`src/rtl/hourglass_pkg.sv`:
```
// Shared definitions for the hourglass sand renderer.
//   state_t    : drain FSM states (IDLE, RUN, DONE)
//   DEF_W      : default coordinate width
//   DEF_RADIUS : default bulb radius in pixels
//   coord_t    : coordinate type at the default width
package hourglass_pkg;

    typedef enum logic [1:0] {
        IDLE = 2'd0,
        RUN  = 2'd1,
        DONE = 2'd2
    } state_t;

    localparam int unsigned DEF_W      = 11;
    localparam int unsigned DEF_RADIUS = 100;

    typedef logic [DEF_W-1:0] coord_t;

endpackage

```
`src/rtl/hourglass_sand_bulb_disc.sv`:
```
// bulb_disc: two-stage "inside circle and at/below fill line" pixel test.
//   clk, BTN_S              : clock, synchronous active-high reset
//   centre_col, centre_row  : circle centre
//   fill_line               : signed row of the sand surface (may be negative)
//   visible_col/row         : current pixel
//   hit                     : registered result, two cycles after the pixel
module bulb_disc #(
    parameter int unsigned W      = hourglass_pkg::DEF_W,
    parameter int unsigned RADIUS = hourglass_pkg::DEF_RADIUS
) (
    input  logic                clk,
    input  logic                BTN_S,
    input  logic [W-1:0]        centre_col,
    input  logic [W-1:0]        centre_row,
    input  logic signed [W+1:0] fill_line,
    input  logic [W-1:0]        visible_col,
    input  logic [W-1:0]        visible_row,
    output logic                hit
);

    localparam int unsigned SQW = 2*W + 2;
    localparam logic [SQW:0] R_SQ = (SQW+1)'(RADIUS*RADIUS);

    logic signed [W:0]   dx_d, dy_d, dx_q, dy_q;
    logic                row_ok_d, row_ok_q;
    logic signed [SQW-1:0] dx_ext, dy_ext, sq_x, sq_y;
    logic [SQW:0]        sum_sq;

    assign dx_d     = $signed({1'b0, visible_col}) - $signed({1'b0, centre_col});
    assign dy_d     = $signed({1'b0, visible_row}) - $signed({1'b0, centre_row});
    assign row_ok_d = $signed({2'b00, visible_row}) >= fill_line;

    // Sign-extend before squaring so the full-width product is kept.
    assign dx_ext = SQW'(dx_q);
    assign dy_ext = SQW'(dy_q);
    assign sq_x   = dx_ext * dx_ext;
    assign sq_y   = dy_ext * dy_ext;
    assign sum_sq = {1'b0, sq_x} + {1'b0, sq_y};

    always_ff @(posedge clk) begin
        if (BTN_S) begin
            dx_q     <= '0;
            dy_q     <= '0;
            row_ok_q <= 1'b0;
            hit      <= 1'b0;
        end else begin
            dx_q     <= dx_d;
            dy_q     <= dy_d;
            row_ok_q <= row_ok_d;
            hit      <= (sum_sq <= R_SQ) && row_ok_q;
        end
    end

endmodule

```
`src/rtl/hourglass_sand.sv`:
```
// hourglass_sand: sand renderer and drain controller for the hourglass display.
//   clk, BTN_S               : pixel clock, synchronous active-high reset
//   visible_col/row          : current scan position
//   ori_col, ori_row         : upper-bulb centre (lower centre is 2*RADIUS below)
//   frame_tick, start, flip  : one-cycle control pulses
//   sand_upper, sand_lower   : pixel shows sand (2-cycle pixel latency)
//   drained                  : rows moved to the lower bulb, 0..2*RADIUS
//   done                     : upper bulb empty
module hourglass_sand
    import hourglass_pkg::*;
#(
    parameter int unsigned W            = DEF_W,
    parameter int unsigned RADIUS       = DEF_RADIUS,
    parameter int unsigned DRAIN_FRAMES = 4
) (
    input  logic         clk,
    input  logic         BTN_S,
    input  logic [W-1:0] visible_col,
    input  logic [W-1:0] visible_row,
    input  logic [W-1:0] ori_col,
    input  logic [W-1:0] ori_row,
    input  logic         frame_tick,
    input  logic         start,
    input  logic         flip,
    output logic         sand_upper,
    output logic         sand_lower,
    output logic [W-1:0] drained,
    output logic         done
);

    localparam int unsigned CW = (DRAIN_FRAMES > 1) ? $clog2(DRAIN_FRAMES) : 1;
    localparam logic [W-1:0]  TWO_R   = W'(2*RADIUS);
    localparam logic [CW-1:0] CNT_TOP = CW'(DRAIN_FRAMES-1);

    state_t        state_q, state_n;
    logic [W-1:0]  drained_q, drained_n;
    logic [CW-1:0] cnt_q, cnt_n;

    always_ff @(posedge clk) begin
        if (BTN_S) begin
            state_q   <= IDLE;
            drained_q <= '0;
            cnt_q     <= '0;
        end else begin
            state_q   <= state_n;
            drained_q <= drained_n;
            cnt_q     <= cnt_n;
        end
    end

    // Priority: flip over start over frame_tick; a tick alongside flip is dropped.
    always_comb begin
        state_n   = state_q;
        drained_n = drained_q;
        cnt_n     = cnt_q;
        if (flip) begin
            cnt_n = '0;
            if (state_q == IDLE) begin
                drained_n = TWO_R;
                state_n   = DONE;
            end else begin
                drained_n = TWO_R - drained_q;
                state_n   = (drained_n == TWO_R) ? DONE : RUN;
            end
        end else begin
            unique case (state_q)
                IDLE: begin
                    drained_n = '0;
                    if (start) begin
                        state_n = RUN;
                        cnt_n   = '0;
                    end
                end
                RUN: begin
                    if (frame_tick) begin
                        if (cnt_q == CNT_TOP) begin
                            cnt_n     = '0;
                            drained_n = drained_q + 1'b1;
                            if (drained_n == TWO_R)
                                state_n = DONE;
                        end else begin
                            cnt_n = cnt_q + 1'b1;
                        end
                    end
                end
                DONE: ;
                default: state_n = IDLE;
            endcase
        end
    end

    assign drained = drained_q;
    assign done    = (state_q == DONE);

    // Fill lines use the drained value current at the sampling edge.
    logic signed [W+1:0] upper_fill, lower_fill;
    logic [W-1:0]        lower_centre_row;

    assign upper_fill = $signed({2'b00, ori_row}) - (W+2)'(RADIUS)
                      + $signed({2'b00, drained_q});
    assign lower_fill = $signed({2'b00, ori_row}) + (W+2)'(3*RADIUS)
                      - $signed({2'b00, drained_q});
    assign lower_centre_row = ori_row + TWO_R;

    bulb_disc #(.W(W), .RADIUS(RADIUS)) u_upper (
        .clk         (clk),
        .BTN_S       (BTN_S),
        .centre_col  (ori_col),
        .centre_row  (ori_row),
        .fill_line   (upper_fill),
        .visible_col (visible_col),
        .visible_row (visible_row),
        .hit         (sand_upper)
    );

    bulb_disc #(.W(W), .RADIUS(RADIUS)) u_lower (
        .clk         (clk),
        .BTN_S       (BTN_S),
        .centre_col  (ori_col),
        .centre_row  (lower_centre_row),
        .fill_line   (lower_fill),
        .visible_col (visible_col),
        .visible_row (visible_row),
        .hit         (sand_lower)
    );

endmodule

```
`config.mk`:
```
export PLATFORM = sky130hd
export DESIGN_NAME = hourglass_sand
export DESIGN_NICKNAME = d
export VERILOG_FILES = /design/src/rtl/hourglass_pkg.sv /design/src/rtl/hourglass_sand_bulb_disc.sv /design/src/rtl/hourglass_sand.sv
export SDC_FILE = /design/constraint.sdc
export NUM_CORES = 1
export LEC_CHECK = 0
export CAP_MARGIN = 20
export CORE_AREA = 8 8 341 177
export CTS_CLUSTER_DIAMETER = 80
export DETAILED_ROUTE_END_ITERATION = 8
export DIE_AREA = 0 0 349 185
export GPL_TIMING_DRIVEN = 1
export REMOVE_ABC_BUFFERS = 1
export SYNTH_ARGS = -nofsm -noshare
export SYNTH_HDL_FRONTEND = slang
export SYNTH_SLANG_ARGS = --single-unit
```
`constraint.sdc`:
```
create_clock -name clk -period 11.1 [get_ports clk]
set_input_delay 1.11 -clock clk [delete_from_list [all_inputs] [get_ports clk]]
set_output_delay 1.11 -clock clk [all_outputs]
set_load 0.005 [all_outputs]
```
# Word level (Yosys, flattened, before mapping)
# Cells that the tools add are included.
dict set report word_totals {
  reg_bits 55
  latchBits 0
  ram_bits 0
  rom_bits 0
  input_bits 49
  memories 0
}
dict set report op_classes {
  add_sub_neg 13
  mul 3
  div_mod_pow 0
  magnitude_cmp 4
  eq_ne 12
  shift 0
  muxes 17
  n_bitwise 0
  n_reduce_logical 9
}
# op n
set op_table {}
lappend op_table {{multiplier 12 x 12 -> 24 bit} 3}
lappend op_table {{adder 24 x 24 -> 25 bit} 2}
lappend op_table {{less-or-equal comparator 25 x 14 -> 1 bit (second input constant)} 2}
lappend op_table {{2-to-1 mux 11 bit} 4}
lappend op_table {{subtractor 11 x 11 -> 12 bit} 3}
lappend op_table {{greater-or-equal comparator 12 x 13 -> 1 bit} 2}
lappend op_table {{== test 11 x 8 -> 1 bit (second input constant)} 2}
lappend op_table {{one-hot mux 11 bit (2 select lines)} 1}
lappend op_table {{2-to-1 mux 2 bit} 10}
lappend op_table {{adder 12 x 12 -> 13 bit} 1}
lappend op_table {{subtractor 12 x 11 -> 13 bit} 1}
lappend op_table {{adder 11 x 9 -> 12 bit (second input constant)} 1}
lappend op_table {{!= test 3 bit (second input constant)} 4}
lappend op_table {{subtractor 11 x 7 -> 12 bit (second input constant)} 1}
lappend op_table {{adder 11 x 1 -> 11 bit (second input constant)} 1}
lappend op_table {{adder 11 x 8 -> 11 bit (second input constant)} 1}
lappend op_table {{subtractor 8 x 11 -> 11 bit (first input constant)} 1}
lappend op_table {{!= test 2 bit (second input constant)} 3}
lappend op_table {{one-hot mux 2 bit (3 select lines)} 1}
lappend op_table {{AND reduction 3 bit} 2}
lappend op_table {{AND reduction 5 bit} 1}
lappend op_table {{== test 2 bit (second input constant)} 2}
lappend op_table {{one-hot mux 2 bit (2 select lines)} 1}
lappend op_table {{nonzero test 3 bit} 1}
lappend op_table {{other kinds (6)} 7}

# Logic depth before layout (Yosys ltp)
# Gate-level depths: netlist of run 1.
dict set report logic_depth {
  ltp_word 7
  ltp_mapped 32
  ltp_nobuf 31
}

# Hierarchy
# Synthesis of run 1 repeated with hierarchy kept, for this count alone.
dict set report hier_totals {
  hier_cells 3411
  area_unflattened_um2 28852.7
}
# mod instances cells_each area_each_um2
set modules_own_cells {}
lappend modules_own_cells {{bulb_disc (u_lower)} 1 1533 13120.1}
lappend modules_own_cells {{bulb_disc (u_upper)} 1 1508 13036.3}
lappend modules_own_cells {hourglass_sand 1 370 2696.3}

# Least setup slack after synthesis of run 1
# No wires, ideal clock.
dict set report synth_path {
  path_type {register to register}
  from {register u_upper.dx_q[11]}
  to {register u_upper.hit}
  setup_ns 0.079
  arrival_time_ns 7.249
  t_required_ns 11.021
  path_slack_ns 3.772
  stages_incl_launch_ff 28
  period_less_slack_ns 7.328
  path_cell_list {dfxtp_1 -> clkbuf_1 -> nand2_1 -> inv_1 -> fa_1 -> inv_1 -> fa_1 -> inv_1 -> fa_1 -> fa_1 -> inv_1 -> fa_1 -> inv_1 -> ha_1 -> and3_1 -> a221o_1 -> o32a_1 -> o311ai_1 -> nor2b_1 -> xnor2_1 -> ha_1 -> inv_1 -> a222oi_1 -> o221ai_1 -> nor4_1 -> o2111ai_1 -> or4_1 -> a211oi_2}
}
dict set report synth_via {
  elab_chain_len 4
}
# item line_no
set synth_lines {}
lappend synth_lines {{from (decl)} hourglass_sand_bulb_disc.sv:24} ;# logic signed [W:0] dx_d, dy_d, dx_q, dy_q;
lappend synth_lines {{from (signal assigned)} hourglass_sand_bulb_disc.sv:42} ;# dx_q <= '0;
lappend synth_lines {{from (signal assigned)} hourglass_sand_bulb_disc.sv:47} ;# dx_q <= dx_d;
lappend synth_lines {{multiplier 12 x 12 -> 24 bit} hourglass_sand_bulb_disc.sv:36} ;# assign sq_x = dx_ext * dx_ext;
lappend synth_lines {{adder 24 x 24 -> 25 bit} hourglass_sand_bulb_disc.sv:38} ;# assign sum_sq = {1'b0, sq_x} + {1'b0, sq_y};
lappend synth_lines {{less-or-equal comparator 25 x 14 -> 1 bit} hourglass_sand_bulb_disc.sv:50} ;# hit <= (sum_sq <= R_SQ) && row_ok_q;
lappend synth_lines {{logical AND 1 bit} hourglass_sand_bulb_disc.sv:50}
lappend synth_lines {{to (signal assigned)} hourglass_sand_bulb_disc.sv:50}
lappend synth_lines {{to (decl)} hourglass_sand_bulb_disc.sv:18} ;# output logic hit
# No other way between the ends.
# A chain may end at the register's enable or synchronous reset.

# Worst setup path after layout of run 1
dict set report layout_path {
  from {register u_upper.dx_q[0]}
  to {register u_upper.hit}
}
# The elaborated chain is that of the path after synthesis.

==> metrics, run 1 <==
status completed; port bufs 62; Slew HR 29.5%; Slew Viols, Final 0; Clock transition at path regs 80 ps; full die area around 65000 sq um; CP endpoint kind register; layout overhead on the synthesized area 7.00%; Clock Sinks between 50 and 60; Slew @ Worst Pin 1050 ps; Hold Path End cnt_q[1]; DRC viols 0; final hold viol count 0; Reg2Reg Capture Point u_upper.hit; fraction of layout instances using a drive strength above 1 under 10%; Min-Delay Path Depth 2; Via Count 17000; critical path type register to register; RePlAce Congestion 0.936; crit start category register; TritonRoute pass-1 iters 7; Root Driver clkbuf_16; Yosys cell types 82; cells after synthesis 2607; Die H between 150 and 200 microns; required time of the critical path roughly 11000 ps; core area 56100 sq um; Rows slightly above 60; Seq/Total Area, Yosys 4.72%; DRT Wirelength between 50 and 60 mm; Max stage delay on crit path just over 700 ps; Worst R2R Setup Slack 2420 ps; CTS tree built; pre-CTS setup slack 2600 ps; clock skew approximately 18 ps; H-tree depth 2; RSZ-0062 raised after global routing no; Horiz. Die Dim around 350 microns; Max clock buf depth 2; number of flops mapped to enable cells by yosys 0; gr ovfl total 0; total of max-cap violations 0; Avg WL per Cell roughly 17 microns; asr flop ratio synth 0%; pin count of the biggest net entering global routing 61; via density per instance between 5 and 6; DR iter-0 viols ~1300; Hold-fix buffers, CTS 0; Synth Area per Inst ~8.5 sq um; ANT cells 0; setup violators final 0; io pins 63; setup tns final 0 ps; number of cells on the worst reg-to-reg path 28; global-route wire length before repair about 93 mm; Filler cells ~5600; initial antenna violation count 1; post-CTS setup buffers 0; Highest Clock Rate ~120 MHz; layout net count 3345; top_reg_cell synth dfxtp_1; Initial Util 39.3%; crit path max fanout 14; Worst Hold Launch cnt_q[1]; Slowest-stage cell, CP xnor2_1; antenna viol nets, final 0; Clock Latency Late Sink 330 ps; synthesized area 22000 sq um; CTS Buf Count 5; final period utilization slightly below 80%; worst setup margin roughly 2400 ps; final worst path period need just under 9000 ps; critical path arrival around 8900 ps; HP Class register to register; GRT Util Overall between 10% and 20%; Gates resized, CTS repair 0; number of global-route vias before repair between 15000 and 20000; #FFs+latches synth 52; YS warnings 0; HPWL after DPL 50.0 mm; most frequent CP cell inv_1; Worst R2R Start u_upper.dx_q[0]
## registers in the layout (all words and copies together), names as in the netlist
signal / count
u_upper.hit: 1
drained: 11
u_upper.dx_q: 12
state_q: 2
u_upper.dy_q: 9
u_lower.hit: 1
cnt_q: 2
u_lower.row_ok_q: 1
u_lower.dy_q: 12
u_upper.row_ok_q: 1
## layout by cell type, fill, tap and decap left out, types with 12 or more instances in the layout
master and n:
inv_1 662, fa_1 377, ha_1 296, nand2_1 174, nor2_1 157, xnor2_1 106
a21oi_1 103, and2_1 85, o21ai_0 80, clkdlybuf4s50_1 61, dfxtp_1 52, nor3_1 43
a21o_1 36, xor2_1 35, nor2b_1 35, nand2b_1 30, nand3_1 29, o21a_1 17
a21boi_0 13, a31oi_1 12
## per-layer routing
metal | GRT usage [%] | up-vias | wire (microns)
met2 | 24.3 | 494 | 21000
met1 | 28.7 | 8305 | 29900
met3 | 4.33 | 23 | 5080
li1 | - | 8184 | -
met5 | 0 | - | 7
met4 | 1.35 | 2 | 266
## worst max-delay path, delay by kind of cell, from the launching register on
family	cells	cell delay [ps]
XOR/XNOR	1	710
flip-flops	1	650
adder cells (fa/ha/maj)	7	3280
AND/OR/NAND/NOR	7	1610
buffers and inverters	6	520
AO/OA/AOI/OAI	7	1800
## cell families (layout without fill, tap and decap cells)
| kind of cell | count (synthesis) | in the layout | share of synthesized area (%) |
|---|---|---|---|
| muxes | 15 | 15 | 0.727 |
| AOI/OAI and AO/OA | 373 | 373 | 11.4 |
| buffers and inverters | 721 | 738 | 12.3 |
| DFF | 52 | 52 | 4.72 |
| xor gates and xnor gates | 142 | 142 | 5.68 |
| and+or+nand+nor | 629 | 629 | 14.0 |
| adders and majority gates | 675 | 675 | 51.1 |
## cell type report
class / instances / area, sq um / area share, %
well taps: 768 / 961 / 4.07
repair buffers: 66 / 646 / 2.74
multi-input cells: 1834 / 18300 / 77.6
inverters: 664 / 2490 / 10.6
clock buffers: 7 / 143 / 0.605
flip-flops and latches: 52 / 1040 / 4.41
clock inverters: 1 / 7.51 / 0.0318
## worst max-delay path by stage
stage / startpoint / end / slack [ps] / cells past startpoint
finish: u_upper.dx_q[0] / u_upper.hit / 2420 / 28
global route: u_upper.dx_q[11] / u_upper.hit / 1930 / 28
CTS: u_upper.dx_q[11] / u_upper.hit / 2560 / 29
detailed placement: u_upper.dx_q[11] / u_upper.hit / 2600 / 28
global placement: u_upper.dx_q[11] / u_upper.hit / 2720 / 28
floorplan: u_upper.dx_q[11] / u_upper.hit / 3870 / 26
## metrics by stage
stage / area [sq um] / std cells / hold slack [ps] / util (%)
global route: 23600 / 3392 / 613 / 42.1
global placement: 23400 / 3384 / 572 / 41.8
CTS: 23600 / 3392 / 602 / 42.1
floorplan: 21800 / 2550 / 531 / -
finish: 23600 / 3392 / 605 / 42.1
detailed placement: 23400 / 3384 / 583 / 41.8
## synthesized netlist by cell type, types with 12 or more instances
| master | n | area share (%) |
|---|---|---|
| nand3_1 | 29 | 0.66 |
| a21o_1 | 36 | 1.2 |
| and2_1 | 85 | 2.4 |
| nor2b_1 | 35 | 0.99 |
| inv_1 | 662 | 11 |
| a21boi_0 | 13 | 0.44 |
| nor3_1 | 43 | 0.98 |
| a21oi_1 | 103 | 2.3 |
| xnor2_1 | 106 | 4.2 |
| nand2_1 | 174 | 3.0 |
| dfxtp_1 | 52 | 4.7 |
| ha_1 | 296 | 17 |
| o21a_1 | 17 | 0.58 |
| nor2_1 | 157 | 2.7 |
| nand2b_1 | 30 | 0.85 |
| clkbuf_1 | 55 | 0.94 |
| a31oi_1 | 12 | 0.34 |
| fa_1 | 377 | 34 |
| xor2_1 | 35 | 1.4 |
| o21ai_0 | 80 | 1.8 |
Power of run 1 is left out: the tool's default activity adds up to more than one toggle a clock period on the data nets, which glitch-free logic cannot reach.
==> run 2: changes to the inputs <==
==> constraint.sdc (replaced) <==
create_clock -name clk -period 7.01 [get_ports clk]
set_input_delay 0.701 -clock clk [delete_from_list [all_inputs] [get_ports clk]]
set_output_delay 0.701 -clock clk [all_outputs]
set_load 0.005 [all_outputs]
==> metrics, run 2 (same netlist as run 1, synthesis figures left out) <==
status complete, but fails checks (was completed); violated checks negative setup slack; Rows 62 (unchanged); initial antenna violation count 0 (was 1); DRC viols 0 (unchanged); final worst path period need 7080 ps (was 8680 ps); critical path type register to register (unchanged); layout overhead on the synthesized area 22.5% (was 7.00%); crit path max fanout 6 (was 14); Initial Util 39.3% (unchanged); Slew Viols, Final 0 (unchanged); number of cells on the worst reg-to-reg path 25 (was 28); Worst Hold Launch cnt_q[1] (unchanged); uppermost layer routed met4 (was met5); Avg WL per Cell 15.8 microns (was 16.6 microns); fraction of layout instances using a drive strength above 1 17.5% (was 2.02%); Filler cells 5353 (was 5567); CP startpoint u_upper.dx_q[9] (was u_upper.dx_q[0]); worst setup margin -72.0 ps (was 2420 ps); required time of the critical path 7250 ps (was 11330 ps); final period utilization 101% (was 78.2%); crit start category register (unchanged); full die area 64600 sq um (unchanged); RSZ-0062 raised after global routing yes (was no); Finished Layout Cells 3756 (was 3392); antenna viol nets, final 0 (unchanged); most common cell after layout, fill and taps aside inv_1 (unchanged); H-tree depth 2 (unchanged); HPWL after DPL 52.7 mm (was 50.0 mm); ANT cells 0 (unchanged); Clock Latency Late Sink 320 ps (was 330 ps); Root Driver clkbuf_16 (unchanged); met3 routed WL 4.17 mm (was 5.08 mm); Worst R2R Start u_upper.dx_q[9] (was u_upper.dx_q[0]); global-route wire length before repair 99.2 mm (was 92.9 mm); layout net count 3709 (was 3345); port bufs 62 (unchanged); Met1 Routed Length 31.7 mm (was 29.9 mm); Horiz. Die Dim 349 microns (unchanged); Highest Clock Rate 141 MHz (was 115 MHz); Slew @ Worst Pin 814 ps (was 1050 ps); Slew HR 45.3% (was 29.5%); TritonRoute pass-1 iters 5 (was 7); Die H 185 microns (unchanged); most frequent cells in the layout 653 x inv_1, 368 x fa_1, 343 x buf_4 (was 662 x inv_1, 377 x fa_1, 296 x ha_1); Clock Sinks 52 (unchanged); DRT Wirelength 59.2 mm (was 56.2 mm); GRT Util Overall 18.8% (was 17.8%); Min-Delay Path Depth 2 (unchanged); DP Cell Count 3722 (was 3384); DR iter-0 viols 1279 (was 1316); final hold slack 586 ps (was 605 ps); io pins 63 (unchanged); pin count of the biggest net entering global routing 52 (was 61); Via Count 18500 (was 17000); core area 56100 sq um (unchanged); CP endpoint kind register (unchanged); Max clock buf depth 2 (unchanged); clock skew 6.29 ps (was 18.3 ps); gr ovfl total 0 (unchanged); CTS Buf Count 5 (unchanged); Met2 Routed Length 23.2 mm (was 21.0 mm); HP Class register to register (unchanged); critical path arrival 7320 ps (was 8910 ps); Clock transition at path regs 80 ps (about the same); via density per instance 4.92 (was 5.01); setup violators final 1 (was 0); CTS tree built (unchanged); number of global-route vias before repair 19200 (was 17500); total of max-cap violations 0 (unchanged); final hold viol count 0 (unchanged); RePlAce Congestion 0.914 (was 0.936)
==> run 2: cell count changes in the layout (fill, tap and decap cells not counted), moves of 9 or more <==
cell / change
buf_4: +339
dfxtp_1: -20
a21oi_1: -15
a21oi_2: +15
buf_6: +14
dfxtp_2: +12
fa_1: -9
fa_2: +9
ha_1: -9
inv_1: -9
o21ai_0: -9
==> run 2: path summary, 6_finish.rpt <==
check	to	slack, ps
worst max-delay path	u_upper.hit	-70
worst min-delay path	cnt_q[1]	590
worst max register to register	u_upper.hit	-70
worst min register to register	cnt_q[1]	590
==> run 2: worst max-delay path, cell delays in order (launching register included) <==
cell and delay, ps:
dfxtp_4 370, buf_6 140, and2_4 170, fa_1 490, fa_1 600, fa_1 460, fa_1 540, inv_1 50
fa_1 470, inv_1 40, ha_1 300, a21o_1 210, buf_4 150, a221o_1 350, o32a_1 360, o311ai_2 90
nor2b_2 200, xnor2_1 80, ha_1 300, inv_1 50, a222oi_1 360, o221ai_1 180, nor4_1 190, o2111ai_1 150
or4_4 500, a211oi_2 170
==> run 2: cell type report <==
class / instances / area [sq um] / area share, %
multi-input combinational: 1834 / 18700 / 69.4
timing repair buffer: 430 / 3550 / 13.1
inverter: 664 / 2500 / 9.25
sequential: 52 / 1090 / 4.02
tap: 768 / 961 / 3.56
clock buffer: 6 / 129 / 0.477
clock inverter: 2 / 38.8 / 0.144
==> run 2: layer usage <==
layer  global-route usage [%]  vias to the layer above
met3                     3.36                       21
met5                        0                        -
met2                     26.7                      488
met1                     30.2                     9035
met4                     1.05                        0
li1                         -                     8937
==> run 2: what timing repair did <==
item                                    in CTS  in global routing
setup buffers                                9                 19
pin swaps                                   50                 53
resized for setup                           71                 94
hold buffers                                 0                  0
endpoints found under the setup margin       2                  2
==> run 2: stage by stage <==
stage	area, sq um	TNS, ps	setup slack [ps]	util (%)
finish	27000	-72.0	-72.0	48.1
global route	27000	-622	-356	48.1
CTS	26500	0	3.02	47.3
detailed placement	26000	-1020	-538	46.4
global placement	26000	-753	-451	46.4
floorplan	21800	-254	-216	-
Power of run 2 is left out for the same reason.
==> run 3: changes to the inputs <==
==> constraint.sdc (replaced) <==
create_clock -name clk -period 7.01 [get_ports clk]
set_input_delay 1.402 -clock clk [delete_from_list [all_inputs] [get_ports clk]]
set_output_delay 1.402 -clock clk [all_outputs]
set_load 0.005 [all_outputs]
==> results of run 3 <==
Final layout, timing and power as in run 2 (identical DEF).
Power of run 3 is left out for the same reason.
